==> config.mk <==
export PLATFORM = sky130hd
export DESIGN_NAME = wishbone_classic_gpio_multi_flat
export DESIGN_NICKNAME = d
export VERILOG_FILES = /design/src/rtl/wishbone_classic_gpio_multi_pkg.sv /design/src/rtl/wishbone_classic_gpio_multi_if.sv /design/src/rtl/wishbone_classic_gpio_multi_gpio_channel.sv /design/src/rtl/wishbone_classic_gpio_multi.sv /design/src/flat_wrapper.sv
export SDC_FILE = /design/constraint.sdc
export NUM_CORES = 1
export LEC_CHECK = 0
export ABC_AREA = 0
export ABC_CLOCK_PERIOD_IN_PS = 10640
export CAP_MARGIN = 20
export CORE_MARGIN = 2
export CORE_UTILIZATION = 47
export CTS_CLUSTER_DIAMETER = 80
export DETAILED_ROUTE_END_ITERATION = 10
export MAX_ROUTING_LAYER = met4
export PLACE_DENSITY = 0.68
export RECOVER_POWER = 50
export SETUP_SLACK_MARGIN = 0.2
export SLEW_MARGIN = 20
export SYNTH_ARGS = -nofsm -noshare
export SYNTH_HDL_FRONTEND = slang
export SYNTH_HIERARCHICAL = 1
export SYNTH_SLANG_ARGS = --single-unit
==> constraint.sdc <==
create_clock -name clk -period 10.64 [get_ports clk]
set_clock_uncertainty 0.2 [all_clocks]
set_input_delay 2.128 -clock clk [delete_from_list [all_inputs] [get_ports clk]]
set_output_delay 2.128 -clock clk [all_outputs]
set_load 0.1 [all_outputs]
==> src/rtl/wishbone_classic_gpio_multi_pkg.sv <==
// wishbone_gpio_pkg
// Shared definitions for the multi-bank Wishbone GPIO slave: the per-bank
// register offsets, the bank stride, the global interrupt enable address,
// the register selector decoded from addr[4:2] and the bus response states.
package wishbone_gpio_pkg;

  localparam int unsigned CHANNEL_STRIDE = 32'h20;
  localparam int unsigned GIE_ADDR       = 32'h100;

  localparam logic [4:0] OFF_DATA       = 5'h00;
  localparam logic [4:0] OFF_TRI        = 5'h04;
  localparam logic [4:0] OFF_SET        = 5'h08;
  localparam logic [4:0] OFF_CLR        = 5'h0C;
  localparam logic [4:0] OFF_RISE_EN    = 5'h10;
  localparam logic [4:0] OFF_FALL_EN    = 5'h14;
  localparam logic [4:0] OFF_IRQ_STATUS = 5'h18;
  localparam logic [4:0] OFF_RESERVED   = 5'h1C;

  // Register selector, equal to the word index of the offset inside a bank
  typedef enum logic [2:0] {
    REG_DATA   = 3'd0,
    REG_TRI    = 3'd1,
    REG_SET    = 3'd2,
    REG_CLR    = 3'd3,
    REG_RISE   = 3'd4,
    REG_FALL   = 3'd5,
    REG_STATUS = 3'd6,
    REG_RSVD   = 3'd7
  } reg_sel_t;

  typedef enum logic {
    ST_IDLE = 1'b0,
    ST_RESP = 1'b1
  } bus_state_t;

endpackage

==> src/rtl/wishbone_classic_gpio_multi_if.sv <==
// wishbone_classic_gpio_multi_if
// Wishbone classic bus bundle between the peripheral master and the GPIO slave.
//   cyc, stb, we  : cycle, strobe, write enable (master -> slave)
//   addr          : byte address (master -> slave)
//   data_i, sel   : write data and byte lane enables (master -> slave)
//   ack, err      : transfer acknowledge / error acknowledge (slave -> master)
//   data_o        : read data (slave -> master)
interface wishbone_classic_gpio_multi_if #(
  parameter int ADDRESS_WIDTH = 32,
  parameter int BUS_WIDTH     = 4
);
  logic                     cyc;
  logic                     stb;
  logic                     we;
  logic [ADDRESS_WIDTH-1:0] addr;
  logic [BUS_WIDTH*8-1:0]   data_i;
  logic [BUS_WIDTH-1:0]     sel;
  logic                     ack;
  logic [BUS_WIDTH*8-1:0]   data_o;
  logic                     err;

  modport master (output cyc, stb, we, addr, data_i, sel, input ack, data_o, err);
  modport slave  (input cyc, stb, we, addr, data_i, sel, output ack, data_o, err);
endinterface

==> src/rtl/wishbone_classic_gpio_multi_gpio_channel.sv <==
// gpio_channel
// One GPIO bank: output and tristate registers, atomic set/clear, an input
// synchroniser, per-bit rising/falling edge detection and the sticky status.
//   clk, rst     : clock, asynchronous active-high reset
//   wr_en        : commit a write to the register chosen by reg_sel this edge
//   reg_sel      : register addressed by the current bus access
//   wr_data      : write data, wr_mask: byte-lane expanded write mask
//   rd_data      : combinational read value of the register chosen by reg_sel
//   pins         : raw pin inputs, pin_out/pin_tri: output value / tristate
//   irq_pending  : any status bit set
module gpio_channel
  import wishbone_gpio_pkg::*;
#(
  parameter int GPIO_WIDTH  = 32,
  parameter int BUS_WIDTH   = 4,
  parameter int SYNC_STAGES = 2,
  parameter int IRQ_ENABLE  = 1
) (
  input  logic                   clk,
  input  logic                   rst,
  input  logic                   wr_en,
  input  reg_sel_t               reg_sel,
  input  logic [GPIO_WIDTH-1:0]  wr_data,
  input  logic [GPIO_WIDTH-1:0]  wr_mask,
  output logic [BUS_WIDTH*8-1:0] rd_data,
  input  logic [GPIO_WIDTH-1:0]  pins,
  output logic [GPIO_WIDTH-1:0]  pin_out,
  output logic [GPIO_WIDTH-1:0]  pin_tri,
  output logic                   irq_pending
);

  logic [GPIO_WIDTH-1:0]  out_q, tri_q, rise_q, fall_q, stat_q, prev_q;
  logic [GPIO_WIDTH-1:0]  sync_q [SYNC_STAGES];
  logic [SYNC_STAGES-1:0] vld_q;
  logic                   prev_vld_q;
  logic [GPIO_WIDTH-1:0]  sample, wdata, w1c, edges;

  assign sample      = sync_q[SYNC_STAGES-1];
  assign wdata       = wr_data & wr_mask;
  assign w1c         = (wr_en && reg_sel == REG_STATUS) ? wdata : '0;
  assign pin_out     = out_q;
  assign pin_tri     = tri_q;
  assign irq_pending = |stat_q;

  // vld_q travels alongside the data so that an edge is only reported once
  // both the current and the previous sample came from real pin values
  always_comb begin
    edges = '0;
    if (prev_vld_q && vld_q[SYNC_STAGES-1]) begin
      edges = (sample & ~prev_q & rise_q) | (~sample & prev_q & fall_q);
    end
  end

  // Input synchroniser and previous-sample register for edge detection
  always_ff @(posedge clk or posedge rst) begin
    if (rst) begin
      for (int i = 0; i < SYNC_STAGES; i++) sync_q[i] <= '0;
      vld_q      <= '0;
      prev_q     <= '0;
      prev_vld_q <= 1'b0;
    end else begin
      sync_q[0] <= pins;
      for (int i = 1; i < SYNC_STAGES; i++) sync_q[i] <= sync_q[i-1];
      vld_q      <= {vld_q[SYNC_STAGES-2:0], 1'b1};
      prev_q     <= sample;
      prev_vld_q <= vld_q[SYNC_STAGES-1];
    end
  end

  // Bank registers; a new edge outranks a same-cycle W1C of the same bit
  always_ff @(posedge clk or posedge rst) begin
    if (rst) begin
      out_q  <= '0;
      tri_q  <= '1;
      rise_q <= '0;
      fall_q <= '0;
      stat_q <= '0;
    end else begin
      if (wr_en) begin
        case (reg_sel)
          REG_DATA: out_q <= (out_q & ~wr_mask) | wdata;
          REG_TRI:  tri_q <= (tri_q & ~wr_mask) | wdata;
          REG_SET:  out_q <= out_q | wdata;
          REG_CLR:  out_q <= out_q & ~wdata;
          REG_RISE: if (IRQ_ENABLE != 0) rise_q <= (rise_q & ~wr_mask) | wdata;
          REG_FALL: if (IRQ_ENABLE != 0) fall_q <= (fall_q & ~wr_mask) | wdata;
          default: ;
        endcase
      end
      if (IRQ_ENABLE != 0) stat_q <= (stat_q & ~w1c) | edges;
    end
  end

  // Read mux; SET, CLR and the reserved word read as zero
  always_comb begin
    rd_data = '0;
    case (reg_sel)
      REG_DATA:   rd_data[GPIO_WIDTH-1:0] = sample;
      REG_TRI:    rd_data[GPIO_WIDTH-1:0] = tri_q;
      REG_RISE:   rd_data[GPIO_WIDTH-1:0] = rise_q;
      REG_FALL:   rd_data[GPIO_WIDTH-1:0] = fall_q;
      REG_STATUS: rd_data[GPIO_WIDTH-1:0] = stat_q;
      default: ;
    endcase
  end

endmodule

==> src/rtl/wishbone_classic_gpio_multi.sv <==
// wishbone_classic_gpio_multi
// Wishbone classic slave with CHANNELS GPIO banks at a 0x20 stride plus a
// global interrupt enable at 0x100; one combined, registered irq output.
//   clk, rst   : clock, asynchronous active-high reset
//   s_wb       : Wishbone classic slave port (interface, slave modport)
//   irq        : level interrupt, GIE & any bank status bit, registered
//   gpio_io_i  : pins, bank c at [c*GPIO_WIDTH +: GPIO_WIDTH]
//   gpio_io_o  : output values, gpio_io_t: tristate (1 = input)
module wishbone_classic_gpio_multi
  import wishbone_gpio_pkg::*;
#(
  parameter int ADDRESS_WIDTH = 32,
  parameter int BUS_WIDTH     = 4,
  parameter int GPIO_WIDTH    = 32,
  parameter int CHANNELS      = 2,
  parameter int IRQ_ENABLE    = 1,
  parameter int SYNC_STAGES   = 2
) (
  input  logic                           clk,
  input  logic                           rst,
  wishbone_classic_gpio_multi_if.slave   s_wb,
  output logic                           irq,
  input  logic [CHANNELS*GPIO_WIDTH-1:0] gpio_io_i,
  output logic [CHANNELS*GPIO_WIDTH-1:0] gpio_io_o,
  output logic [CHANNELS*GPIO_WIDTH-1:0] gpio_io_t
);

  localparam int DW = BUS_WIDTH * 8;

  bus_state_t          state;
  reg_sel_t            reg_sel;
  logic                req, misaligned, chan_space, gie_hit, bad, gie_q;
  logic [DW-1:0]       byte_mask, rd_mux;
  logic [DW-1:0]       chan_rd [CHANNELS];
  logic [CHANNELS-1:0] chan_hit, pending;

  // Only an idle slave accepts a request, so a held stb yields an ack every other cycle
  assign req        = s_wb.cyc && s_wb.stb && state == ST_IDLE;
  assign misaligned = s_wb.addr[1:0] != 2'b00;
  assign chan_space = s_wb.addr < ADDRESS_WIDTH'(CHANNELS * CHANNEL_STRIDE);
  assign gie_hit    = s_wb.addr == ADDRESS_WIDTH'(GIE_ADDR);
  assign bad        = misaligned || !(chan_space || gie_hit);
  assign reg_sel    = reg_sel_t'(s_wb.addr[4:2]);

  // Address decode to banks and byte-lane expansion of sel
  always_comb begin
    chan_hit = '0;
    for (int c = 0; c < CHANNELS; c++) begin
      chan_hit[c] = chan_space && !misaligned && s_wb.addr[7:5] == 3'(c);
    end
    byte_mask = '0;
    for (int b = 0; b < BUS_WIDTH; b++) begin
      byte_mask[b*8 +: 8] = {8{s_wb.sel[b]}};
    end
  end

  for (genvar c = 0; c < CHANNELS; c++) begin : g_chan
    gpio_channel #(
      .GPIO_WIDTH (GPIO_WIDTH),
      .BUS_WIDTH  (BUS_WIDTH),
      .SYNC_STAGES(SYNC_STAGES),
      .IRQ_ENABLE (IRQ_ENABLE)
    ) u_chan (
      .clk        (clk),
      .rst        (rst),
      .wr_en      (req && s_wb.we && chan_hit[c]),
      .reg_sel    (reg_sel),
      .wr_data    (s_wb.data_i[GPIO_WIDTH-1:0]),
      .wr_mask    (byte_mask[GPIO_WIDTH-1:0]),
      .rd_data    (chan_rd[c]),
      .pins       (gpio_io_i[c*GPIO_WIDTH +: GPIO_WIDTH]),
      .pin_out    (gpio_io_o[c*GPIO_WIDTH +: GPIO_WIDTH]),
      .pin_tri    (gpio_io_t[c*GPIO_WIDTH +: GPIO_WIDTH]),
      .irq_pending(pending[c])
    );
  end

  // Read mux across the banks and the GIE word
  always_comb begin
    rd_mux = '0;
    if (gie_hit) rd_mux[0] = gie_q;
    for (int c = 0; c < CHANNELS; c++) begin
      if (chan_hit[c]) rd_mux = rd_mux | chan_rd[c];
    end
  end

  // Response FSM: ack/err and read data registered for one cycle; GIE and irq
  always_ff @(posedge clk or posedge rst) begin
    if (rst) begin
      state       <= ST_IDLE;
      s_wb.ack    <= 1'b0;
      s_wb.err    <= 1'b0;
      s_wb.data_o <= '0;
      gie_q       <= 1'b0;
      irq         <= 1'b0;
    end else begin
      irq <= (IRQ_ENABLE != 0) && gie_q && (|pending);
      case (state)
        ST_IDLE: begin
          if (s_wb.cyc && s_wb.stb) begin
            state       <= ST_RESP;
            s_wb.ack    <= !bad;
            s_wb.err    <= bad;
            s_wb.data_o <= (!bad && !s_wb.we) ? rd_mux : '0;
            if (!bad && s_wb.we && gie_hit && IRQ_ENABLE != 0 && s_wb.sel[0]) begin
              gie_q <= s_wb.data_i[0];
            end
          end
        end
        default: begin
          state       <= ST_IDLE;
          s_wb.ack    <= 1'b0;
          s_wb.err    <= 1'b0;
          s_wb.data_o <= '0;
        end
      endcase
    end
  end

endmodule
==> src/flat_wrapper.sv <==
// flat-port wrapper written by rule: the top's interface ports become plain ports
module wishbone_classic_gpio_multi_flat import wishbone_gpio_pkg::*;
#(
  parameter int ADDRESS_WIDTH = 32,
  parameter int BUS_WIDTH     = 4,
  parameter int GPIO_WIDTH    = 32,
  parameter int CHANNELS      = 2,
  parameter int IRQ_ENABLE    = 1,
  parameter int SYNC_STAGES   = 2
)
  (clk, rst, irq, gpio_io_i, gpio_io_o, gpio_io_t, s_wb_cyc, s_wb_stb, s_wb_we, s_wb_addr, s_wb_data_i, s_wb_sel, s_wb_ack, s_wb_data_o, s_wb_err);
  wishbone_classic_gpio_multi_if #(.ADDRESS_WIDTH(ADDRESS_WIDTH), .BUS_WIDTH(BUS_WIDTH)) s_wb_i ();
  input  logic clk;
  input  logic rst;
  output logic irq;
  input  logic [CHANNELS*GPIO_WIDTH-1:0] gpio_io_i;
  output logic [CHANNELS*GPIO_WIDTH-1:0] gpio_io_o;
  output logic [CHANNELS*GPIO_WIDTH-1:0] gpio_io_t;
  input wire logic [$bits(s_wb_i.cyc)-1:0] s_wb_cyc;
  input wire logic [$bits(s_wb_i.stb)-1:0] s_wb_stb;
  input wire logic [$bits(s_wb_i.we)-1:0] s_wb_we;
  input wire logic [$bits(s_wb_i.addr)-1:0] s_wb_addr;
  input wire logic [$bits(s_wb_i.data_i)-1:0] s_wb_data_i;
  input wire logic [$bits(s_wb_i.sel)-1:0] s_wb_sel;
  output wire logic [$bits(s_wb_i.ack)-1:0] s_wb_ack;
  output wire logic [$bits(s_wb_i.data_o)-1:0] s_wb_data_o;
  output wire logic [$bits(s_wb_i.err)-1:0] s_wb_err;
  assign s_wb_i.cyc = s_wb_cyc;
  assign s_wb_i.stb = s_wb_stb;
  assign s_wb_i.we = s_wb_we;
  assign s_wb_i.addr = s_wb_addr;
  assign s_wb_i.data_i = s_wb_data_i;
  assign s_wb_i.sel = s_wb_sel;
  assign s_wb_ack = s_wb_i.ack;
  assign s_wb_data_o = s_wb_i.data_o;
  assign s_wb_err = s_wb_i.err;
  wishbone_classic_gpio_multi #(.ADDRESS_WIDTH(ADDRESS_WIDTH), .BUS_WIDTH(BUS_WIDTH), .GPIO_WIDTH(GPIO_WIDTH), .CHANNELS(CHANNELS), .IRQ_ENABLE(IRQ_ENABLE), .SYNC_STAGES(SYNC_STAGES)) u_core (.clk(clk), .rst(rst), .s_wb(s_wb_i), .irq(irq), .gpio_io_i(gpio_io_i), .gpio_io_o(gpio_io_o), .gpio_io_t(gpio_io_t));
endmodule
==> results of run 1 <==
## cell families (layout without fill, tap and decap cells)
group,count (synthesis),count (layout)
buf+inv,204,511
simple gates,488,488
compound gates,485,485
other cells,2,6
flops,555,555
mux,289,289
## power by group
group	switching [mW]	internal (mW)
Sequential	0.0261	2.15
Clock	0.856	1.25
Combinational	0.192	0.0763
## layer usage
metal  global-route usage  wire (um)  vias up
li1                     -          -     8038
met1                0.399      32800     9629
met2                0.446      36300      839
met3               0.0507       5700      140
met4               0.0900       2170        0
met5                    -          0        -
## final timing paths
kind / slack (ns) / depth (start not counted) / to
max in group clk: 5.10 / 9 / register
min in group asynchronous: 2.42 / 2 / u_core/s_wb.data_o[6]
hold / removal: 0.15 / 0 / u_core/g_chan[0].u_chan/sample[27]
setup / recovery: 3.53 / 3 / u_core/g_chan[1].u_chan/pin_out[30]
setup reg to reg: 6.75 / 8 / register
hold reg to reg: 0.15 / 0 / u_core/g_chan[0].u_chan/sample[27]
## worst reg2reg max path: cells and delay by family, from the launching register on
kind                   cells  cell delay (ns)
multiplexers               1             0.35
AND/OR/NAND/NOR            6             2.36
flip-flops                 1             0.41
buffers and inverters      1             0.46
## layout by cell type (no fill, tap or decap), types with 8 or more instances in the layout
cell               n
a21o_1            64
a22o_1           128
a32o_1            64
buf_4             29
clkbuf_1          13
clkbuf_16         60
clkbuf_8          10
clkdlybuf4s50_1  225
clkinv_2          16
dfrtp_1          491
dfstp_2           64
dlygate4sd3_1     67
inv_1             68
mux2_1            41
mux2_2            92
mux2_4            60
mux2i_1           96
nand2_1          291
nand3_1           65
nand3b_1          65
nor2b_2            8
nor4_1            22
o2111ai_1         64
o21ai_0           64
o21ai_1           33
o32ai_1           64
## through the flow
| step | utilization | setup slack, ns |
|---|---|---|
| 6_report | 0.582 | 3.53 |
| 2_1_floorplan | - | 1.24 |
| 3_3_place_gp | 0.543 | 4.73 |
| 4_1_cts | 0.582 | 5.25 |
| 5_1_grt | 0.582 | 2.60 |
| 3_5_place_dp | 0.543 | 4.62 |
## final cells by class
cell class,count,area (um^2)
fill,4194,21500
sequential,555,14000
multi-input combinational,1264,9670
timing repair buffer,330,3230
clock buffer,83,1690
tap,680,851
clock inverter,28,317
inverter,70,265
antenna,4,10.0
==> run metrics, run 1 <==
DR vias/cell 6.19; Root Buffer clkbuf_16; die area roughly 54000 um^2; Worst path slowest cell clkinvlp_2; crit share post-route 0.669; first drt pass iteration count 5; Tightest Hold Check Type reg2reg; main combinational cell family by area after synthesis compound AO/OA/AOI/OAI gates; fin nets ~2400; failing checks max-capacitance violations, max-slew violations; Worst VDD drop ~0.11 mV; Max Cap Violations 3; hold slack final 0.146 ns; Detailed Route WL about 77000 um; Critical path origin rst; Rel. slew slack -3.32; Lkg Pwr between 10 and 15 nW; Max Slew Vio Count between 200 and 300; mean post-synth cell area between 10 and 15 um^2; GRT Total Usage 0.291; crit end category asynchronous set/reset pin; Final Instance Area 30000 um^2; Worst Path Arrival between 7 and 8 ns; top post-synthesis cells by count dfrtp_1, nand2_1, a22o_1; Clock Latency Late Sink between 0.6 and 0.7 ns; Overflow after GRT 0; startpoint types input pin; f_max approximately 0.14 GHz; top flip-flop cell by instance count after synthesis dfrtp_1; effective utilization at floorplan 0.478; Rows 83; Max stage delay on crit path about 3.6 ns; Final min period just over 7 ns; Post-synth EDFFs 0; Placer Congestion just over 0.8; share of cells above drive strength 1 0.162; Hold Fails Final Rpt 0; most common cell in the netlist dfrtp_1; Synth area leaders dfrtp_1, dfstp_2, a22o_1; Final Power 4.55 mW; hold buffers post-CTS 0; Synth area leader dfrtp_1; CTS tree built; adder-cell area share of the yosys netlist 0; initial DRC count 2119; core box area 51500 um^2; Worst-path clk slew approximately 0.06 ns; cell total after placement 2898; hold path startpoint u_core/g_chan[0].u_chan/sync_q[59]; critical path class in2async; # setup viols final 0; Post-route DRC 0; XOR/XNOR Fraction of Synth Area 0; Worst EP required around 11 ns; total CTS buffers between 50 and 60; worst-path fanout max between 100 and 150; Worst-Margin Slew 6.45 ns; Max Root-Sink Buffers 3; CP delay by family, top buffers and inverters; Port Buffers approximately 300; RR Startpoint u_core/state; worst path bufs/invs 3; top-area cell type share of the netlist area 0.499; H-tree depth 2; Gate Count Post-Synth between 2000 and 2500; Antenna Nets Post-Route 0; RSZ-0062 raised after global routing false; Post-Route Setup TNS 0 ns; mux cell area share after synthesis 0.137; number of global-route vias before repair roughly 19000; die width 233 um; largest net degree at the start of global routing around 150; status complete, but fails checks; initial antenna violation count 5; Die Height 233 um; via count roughly 19000; simple-gate share of the synthesized area 0.0966; Placement Cell Area around 28000 um^2; post-synthesis compound-gate area fraction 0.158; crit-path cells dlygate4sd3_1 -> clkinvlp_2 -> buf_4; sequential cell area fraction in the yosys report 0.568; DP HPWL approximately 48000 um; Post-CTS Resized 0; yosys warns 6; first-pass GRT wire length about 120000 um; ys async rst share 1.00; Area Overhead vs Synth 22.0%; post-CTS setup buffer count 0; PwrDens about 150 nW/um^2; FF+latch count, synth 555; Mapped Nets about 2200; area of the mapped netlist about 25000 um^2; Top Ports 300; DR WL/cell about 26 um; library cells used by synthesis 43; fin cells around 3000; clock sink count about 560
Power figures use the tool's default switching activity.
==> inputs of run 2 (changes only) <==
- ABC_CLOCK_PERIOD_IN_PS: 10640 -> 5750
- PLACE_DENSITY: 0.68 -> 0.71
- clock period: 10.64 -> 5.75 ns (I/O delays scaled with it)
==> run 2 against run 1 <==
  * The run still ends with max-capacitance violations, max-slew violations left
  * Non-clock buffer count is 17 higher
  * Combinational power rose by 91%
  * Global-route usage rose by 0.56 points
  * Clock power is 91% higher
  * Highest routed layer unchanged
  * Final cell count grew 0.46%
  * Hold slack got worse by 0.0082 ns
  * Critical path depth grew 5
  * Largest power group unchanged
  * Via count rose by 1.6%
  * Worst setup slack worse by 2.1 ns
  * Largest cell class unchanged
  * Flip-flop and latch count unchanged
  * First-iteration DRC count is 1.2% lower
  * Count of clock-buffer cells in the layout rose by 4
==> run metrics, run 2 (synthesis gave the netlist of run 1 again) <==
status complete, but fails checks (unchanged); failing checks max-capacitance violations, max-slew violations (unchanged); Port Buffers 299 (unchanged); Root Buffer clkbuf_16 (unchanged); Final Worst Setup Slack 1.41 ns (was 3.53 ns); fin cells 3028 (was 3014); # setup viols final 0 (unchanged); Clk pwr share 0.470 (was 0.463); crit end category register (was asynchronous set/reset pin); Worst VDD drop 0.188 mV (was 0.110 mV); sw power 2.00 mW (was 1.07 mW); Worst Path Arrival 4.69 ns (was 7.54 ns); effective utilization at floorplan 0.478 (unchanged); crit-path cells dlygate4sd3_1 -> nand3b_1 -> nor3_2 -> nand3_1 -> nor4b_1 -> nor2b_2 -> nor2b_4 -> a32o_1 (was dlygate4sd3_1 -> clkinvlp_2 -> buf_4); Worst-path clk slew 0.06 ns (about the same); Clock Latency Late Sink 0.62 ns (was 0.63 ns); Post-Route Utilization 0.588 (was 0.582); Die Height 233 um (unchanged); Worst-Margin Slew 2.30 ns (was 6.45 ns); RSZ-0062 raised after global routing false (unchanged); PwrDens 283 nW/um^2 (was 152 nW/um^2); Hold Fails Final Rpt 0 (unchanged); DR WL/cell 25.9 um (was 25.5 um); startpoint types input pin (unchanged); Rows 83 (unchanged); Rel. slew slack -0.543 (was -3.32); DP HPWL 50300 um (was 48000 um); Placer Congestion 0.869 (was 0.821); CTS tree built (unchanged); f_max 0.230 GHz; worst-path fanout max 32 (was 138); H-tree depth 2 (unchanged); combinational power share 0.060 (was 0.059); Final min period around 4.3 ns; Reg power frac 0.471 (was 0.478); first drt pass iteration count 6 (was 5); clock sink count 555 (unchanged); Max Slew Vio Count 146 (was 288); Tightest Hold Check Type reg2reg (unchanged); first-pass GRT wire length 118000 um (was 116000 um); largest net degree at the start of global routing 111 (was 151); post-CTS setup buffer count 0 (unchanged); total CTS buffers 57 (was 59); Top Ports 300 (unchanged); initial DRC count 2094 (was 2119); commonest non-fill, non-tap cells in the layout dfrtp_1, nand2_1, clkdlybuf4s50_1, a22o_1, mux2i_1 (unchanged); GRT Total Usage 0.297 (was 0.291); hold buffers post-CTS 0 (unchanged); die area 54200 um^2 (unchanged); Max Root-Sink Buffers 3 (unchanged); Detailed Route WL 78500 um (was 76900 um); core box area 51500 um^2 (unchanged); share of cells above drive strength 1 0.166 (was 0.162); Post-CTS Resized 0 (unchanged); number of global-route vias before repair 19500 (was 18700); Antenna Nets Post-Route 0 (unchanged); cell total after placement 2916 (was 2898); Post-Route Setup TNS 0 ns (unchanged); Max Cap Violations 3 (unchanged); critical path class in2reg (was in2async); Worst EP required 6.10 ns (was 11.07 ns); Area Overhead vs Synth 23.1% (was 22.0%); switching part of the total 0.233 (was 0.236); Max stage delay on crit path 0.87 ns (was 3.58 ns); die width 233 um (unchanged); Lkg Pwr 13.2 nW (was 13.0 nW); Worst path slowest cell nor2b_4 (was clkinvlp_2); via count 18900 (was 18600); commonest non-fill, non-tap cell in the layout dfrtp_1 (unchanged); Post-route DRC 0 (unchanged); DR vias/cell 6.26 (was 6.19); fin nets 2432 (was 2417); Overflow after GRT 0 (unchanged); Final Power 8.56 mW (was 4.55 mW); initial antenna violation count 4 (was 5); crit share post-route 0.755; internal cell power 6.56 mW (was 3.48 mW); Setup WS pre-CTS 0.949 ns (was 4.62 ns)
-- run 2: changes by cell type in the layout (fill, tap and decap cells not counted), sizes merged --
cell	change
buf	+15
bufinv	+2
clkbuf	+6
clkdlybuf4s50	+1
clkinv	-8
clkinvlp	-1
dlygate4sd3	-1
-- run 2: area by class of cell --
cell class	instances	area, um^2
Antenna cell	4	10.0
Clock buffer	87	1730
Clock inverter	21	322
Fill cell	4184	21200
Inverter	70	267
Multi-Input combinational cell	1264	9690
Sequential cell	555	14000
Tap cell	680	851
Timing Repair Buffer	347	3430
-- run 2: routing by layer --
layer	vias up	track usage	share of wire
met2	999	0.457	0.47
met3	192	0.0643	0.094
met5	-	-	0
met4	0	0.113	0.036
li1	8045	-	-
met1	9707	0.387	0.40
-- run 2: path summary, 6_finish.rpt --
check / startpoint / cells past startpoint / slack [ns] / end
setup / recovery: s_wb_cyc / 8 / 1.41 / u_core/g_chan[0].u_chan/pin_out[27]
min in group asynchronous: rst / 2 / 1.16 / u_core/g_chan[0].u_chan/sync_q[52]
max in group asynchronous: rst / 3 / 1.52 / u_core/g_chan[1].u_chan/prev_q[25]
setup reg to reg: u_core/state / 7 / 2.06 / u_core/g_chan[0].u_chan/pin_out[27]
hold reg to reg: u_core/g_chan[0].u_chan/sync_q[57] / 0 / 0.14 / u_core/g_chan[0].u_chan/sample[25]
hold / removal: u_core/g_chan[0].u_chan/sync_q[57] / 0 / 0.14 / u_core/g_chan[0].u_chan/sample[25]
-- run 2: metrics by stage --
| step | hold WS, ns | area, um^2 |
|---|---|---|
| 5_1_grt | 0.150 | 30300 |
| 6_report | 0.138 | 30300 |
| 3_3_place_gp | 0.132 | 28200 |
| 2_1_floorplan | 0.131 | 24600 |
| 3_5_place_dp | 0.135 | 28200 |
| 4_1_cts | 0.139 | 30300 |
-- run 2: power groups by stage --
| stage | sequential [mW] | combinational [mW] | clock, mW |
|---|---|---|---|
| final | 4.03 | 0.513 | 4.02 |
| after global routing | 4.03 | 0.543 | 4.23 |
| after CTS | 4.03 | 0.520 | 4.07 |
| after detailed placement | 4.10 | 0.517 | 0 |
| after global placement | 4.09 | 0.512 | 0 |
| after floorplan | 4.09 | 0.205 | 0 |
-- run 2: worst max-delay path, delay by kind of cell --
| family | cells | cell delay [ns] |
|---|---|---|
| and+or+nand+nor | 6 | 2.62 |
| buffers and inverters | 1 | 0.61 |
| AOI/OAI and AO/OA | 1 | 0.29 |
==> inputs of run 3 (changes only) <==
- ABC_CLOCK_PERIOD_IN_PS: 5750 -> 3600
- clock period: 5.75 -> 3.6 ns (I/O delays scaled with it)
==> run 3 against run 2 <==
  * The run still ends with max-capacitance violations, max-slew violations left
  * First-iteration DRC count down 9.0%
  * Via count down 0.21%
  * Worst setup slack worse by 1.1 ns
  * Sequential share of layout area down 0.084 points
  * Sequential power up 60%
  * Core utilization up 0.11 points
  * Largest cell class unchanged
  * Final cell count up 1.5%
  * Total power up 57%
  * Hold slack better by 0.0079 ns
  * Combinational power up 65%
  * Routed wire length down 2.1%
  * Flip-flop and latch count unchanged
==> run metrics, run 3 (synthesis gave the netlist of run 1 again) <==
Die Height 233 um (unchanged); Max Slew Vio Count 45 (was 146); first-pass GRT wire length 115000 um (was 118000 um); Max Cap Violations 2 (was 3); Post-CTS Resized 0 (unchanged); Tightest Hold Check Type reg2reg (unchanged); Port Buffers 299 (unchanged); H-tree depth 2 (unchanged); Hold Fails Final Rpt 0 (unchanged); GRT Total Usage 0.291 (was 0.297); CTS tree built (unchanged); effective utilization at floorplan 0.478 (unchanged); Top Ports 300 (unchanged); DR WL/cell 25.0 um (was 25.9 um); first drt pass iteration count 5 (was 6); worst path bufs/invs 4 (was 1); Max stage delay on crit path 0.41 ns (was 0.87 ns); commonest non-fill, non-tap cells in the layout dfrtp_1, nand2_1, buf_4, a22o_1, mux2i_1 (was dfrtp_1, nand2_1, clkdlybuf4s50_1, a22o_1, mux2i_1); r2r endpoint u_core/g_chan[1].u_chan/pin_out[28] (was u_core/g_chan[0].u_chan/pin_out[27]); Overflow after GRT 0 (unchanged); Rows 83 (unchanged); post-CTS setup buffer count 0 (unchanged); initial DRC count 1906 (was 2094); fin nets 2474 (was 2432); Post-Route Setup TNS 0 ns (unchanged); Max Root-Sink Buffers 3 (unchanged); Worst VDD drop 0.389 mV (was 0.188 mV); cell total after placement 2959 (was 2916); number of global-route vias before repair 19100 (was 19500); Antenna Nets Post-Route 0 (unchanged); WHS Path Cells 0 (unchanged); Top cell by count, worst path buf_4; crit share post-route 0.911; worst-path fanout max 12 (was 32); Clock Latency Late Sink 0.63 ns (was 0.62 ns); hold buffers post-CTS 0 (unchanged); failing checks max-capacitance violations, max-slew violations (unchanged); total CTS buffers 56 (was 57); core box area 51500 um^2 (unchanged); f_max 0.305 GHz; Final Power 13.4 mW (was 8.56 mW); startpoint types input pin (unchanged); hold path startpoint u_core/g_chan[0].u_chan/sync_q[55] (was u_core/g_chan[0].u_chan/sync_q[57]); Area Overhead vs Synth 23.3% (was 23.1%); RSZ-0062 raised after global routing false (unchanged); Worst path slowest cell clkdlybuf4s50_1 (was nor2b_4); die width 233 um (unchanged); DP HPWL 50700 um (was 50300 um); Rel. slew slack -0.253 (was -0.543); status complete, but fails checks (unchanged); r2r setup slk 0.66 ns (was 2.06 ns); DR vias/cell 6.15 (was 6.26); Root Buffer clkbuf_16 (unchanged); CP delay by family, top simple AND/OR/NAND/NOR gates (unchanged); Lkg Pwr 13.7 nW (was 13.2 nW); Final min period between 3 and 4 ns; die area 54200 um^2 (unchanged); Worst-path clk slew 0.06 ns (about the same); Final Worst Setup Slack 0.320 ns (was 1.41 ns); Detailed Route WL 76900 um (was 78500 um); Worst-Margin Slew 1.87 ns (was 2.30 ns); R2R cell count 11 (was 7); critical path class in2reg (unchanged); PwrDens 443 nW/um^2 (was 283 nW/um^2); Min-Delay Endpoint u_core/g_chan[0].u_chan/sample[23] (was u_core/g_chan[0].u_chan/sample[25]); share of cells above drive strength 1 0.249 (was 0.166); Setup WS pre-CTS -0.254 ns (was 0.949 ns); largest net degree at the start of global routing 97 (was 111); Post-route DRC 0 (unchanged); via count 18900 (about the same); clock sink count 555 (unchanged); Placer Congestion 0.858 (was 0.869); RR Startpoint u_core/state (unchanged); Worst EP required 3.91 ns (was 6.10 ns); initial antenna violation count 7 (was 4); crit end category register (unchanged); hold slack final 0.146 ns (was 0.138 ns); Worst Path Arrival 3.59 ns (was 4.69 ns); # setup viols final 0 (unchanged); commonest non-fill, non-tap cell in the layout dfrtp_1 (unchanged); fin cells 3072 (was 3028); crit-path cells clkdlybuf4s50_1 -> nor4_1 -> and4_1 -> nand3_1 -> buf_4 -> nor3_1 -> buf_4 -> nor2b_2 -> buf_4 -> o2111ai_1 -> a32o_1 (was dlygate4sd3_1 -> nand3b_1 -> nor3_2 -> nand3_1 -> nor4b_1 -> nor2b_2 -> nor2b_4 -> a32o_1)
[run 3: worst max path at each step]
stage | startpoint | endpoint | slack [ns] | cells past startpoint
after floorplan | rst | asynchronous set/reset pin | -0.71 | 1
after global placement | s_wb_addr[24] | register | -0.20 | 10
after detailed placement | s_wb_addr[24] | u_core/g_chan[1].u_chan/pin_out[23] | -0.25 | 11
after CTS | s_wb_addr[24] | u_core/g_chan[1].u_chan/pin_out[28] | 0.35 | 11
after global routing | rst | u_core/g_chan[0].u_chan/sync_q[38] | 0.15 | 3
final | s_wb_addr[24] | u_core/g_chan[1].u_chan/pin_out[28] | 0.32 | 11
[run 3: cell type report]
type | count | area, um^2
antenna | 7 | 17.5
timing repair buffer | 390 | 3570
inverter | 70 | 265
clock inverter | 29 | 317
clock buffer | 77 | 1640
fill | 4150 | 21200
sequential | 555 | 14000
multi-input combinational | 1264 | 9700
tap | 680 | 851
[run 3: power by group]
group          internal, mW  total [mW]  switching [mW]
sequential             6.36        6.44          0.0784
combinational         0.267       0.849           0.582
clock                  3.62        6.14            2.52
[run 3: metrics by stage]
step | instance area (um^2) | util
3_3_place_gp | 28400 | 0.552
6_report | 30300 | 0.589
3_5_place_dp | 28400 | 0.552
5_1_grt | 30300 | 0.589
2_1_floorplan | 24600 | -
4_1_cts | 30400 | 0.590
[run 3: routing by layer]
| layer | wire, um | share of wire | GRT usage |
|---|---|---|---|
| met1 | 31900 | 0.41 | 0.387 |
| met2 | 35700 | 0.46 | 0.433 |
| met3 | 6120 | 0.080 | 0.0529 |
| met4 | 3190 | 0.041 | 0.139 |
| met5 | 0 | 0 | - |
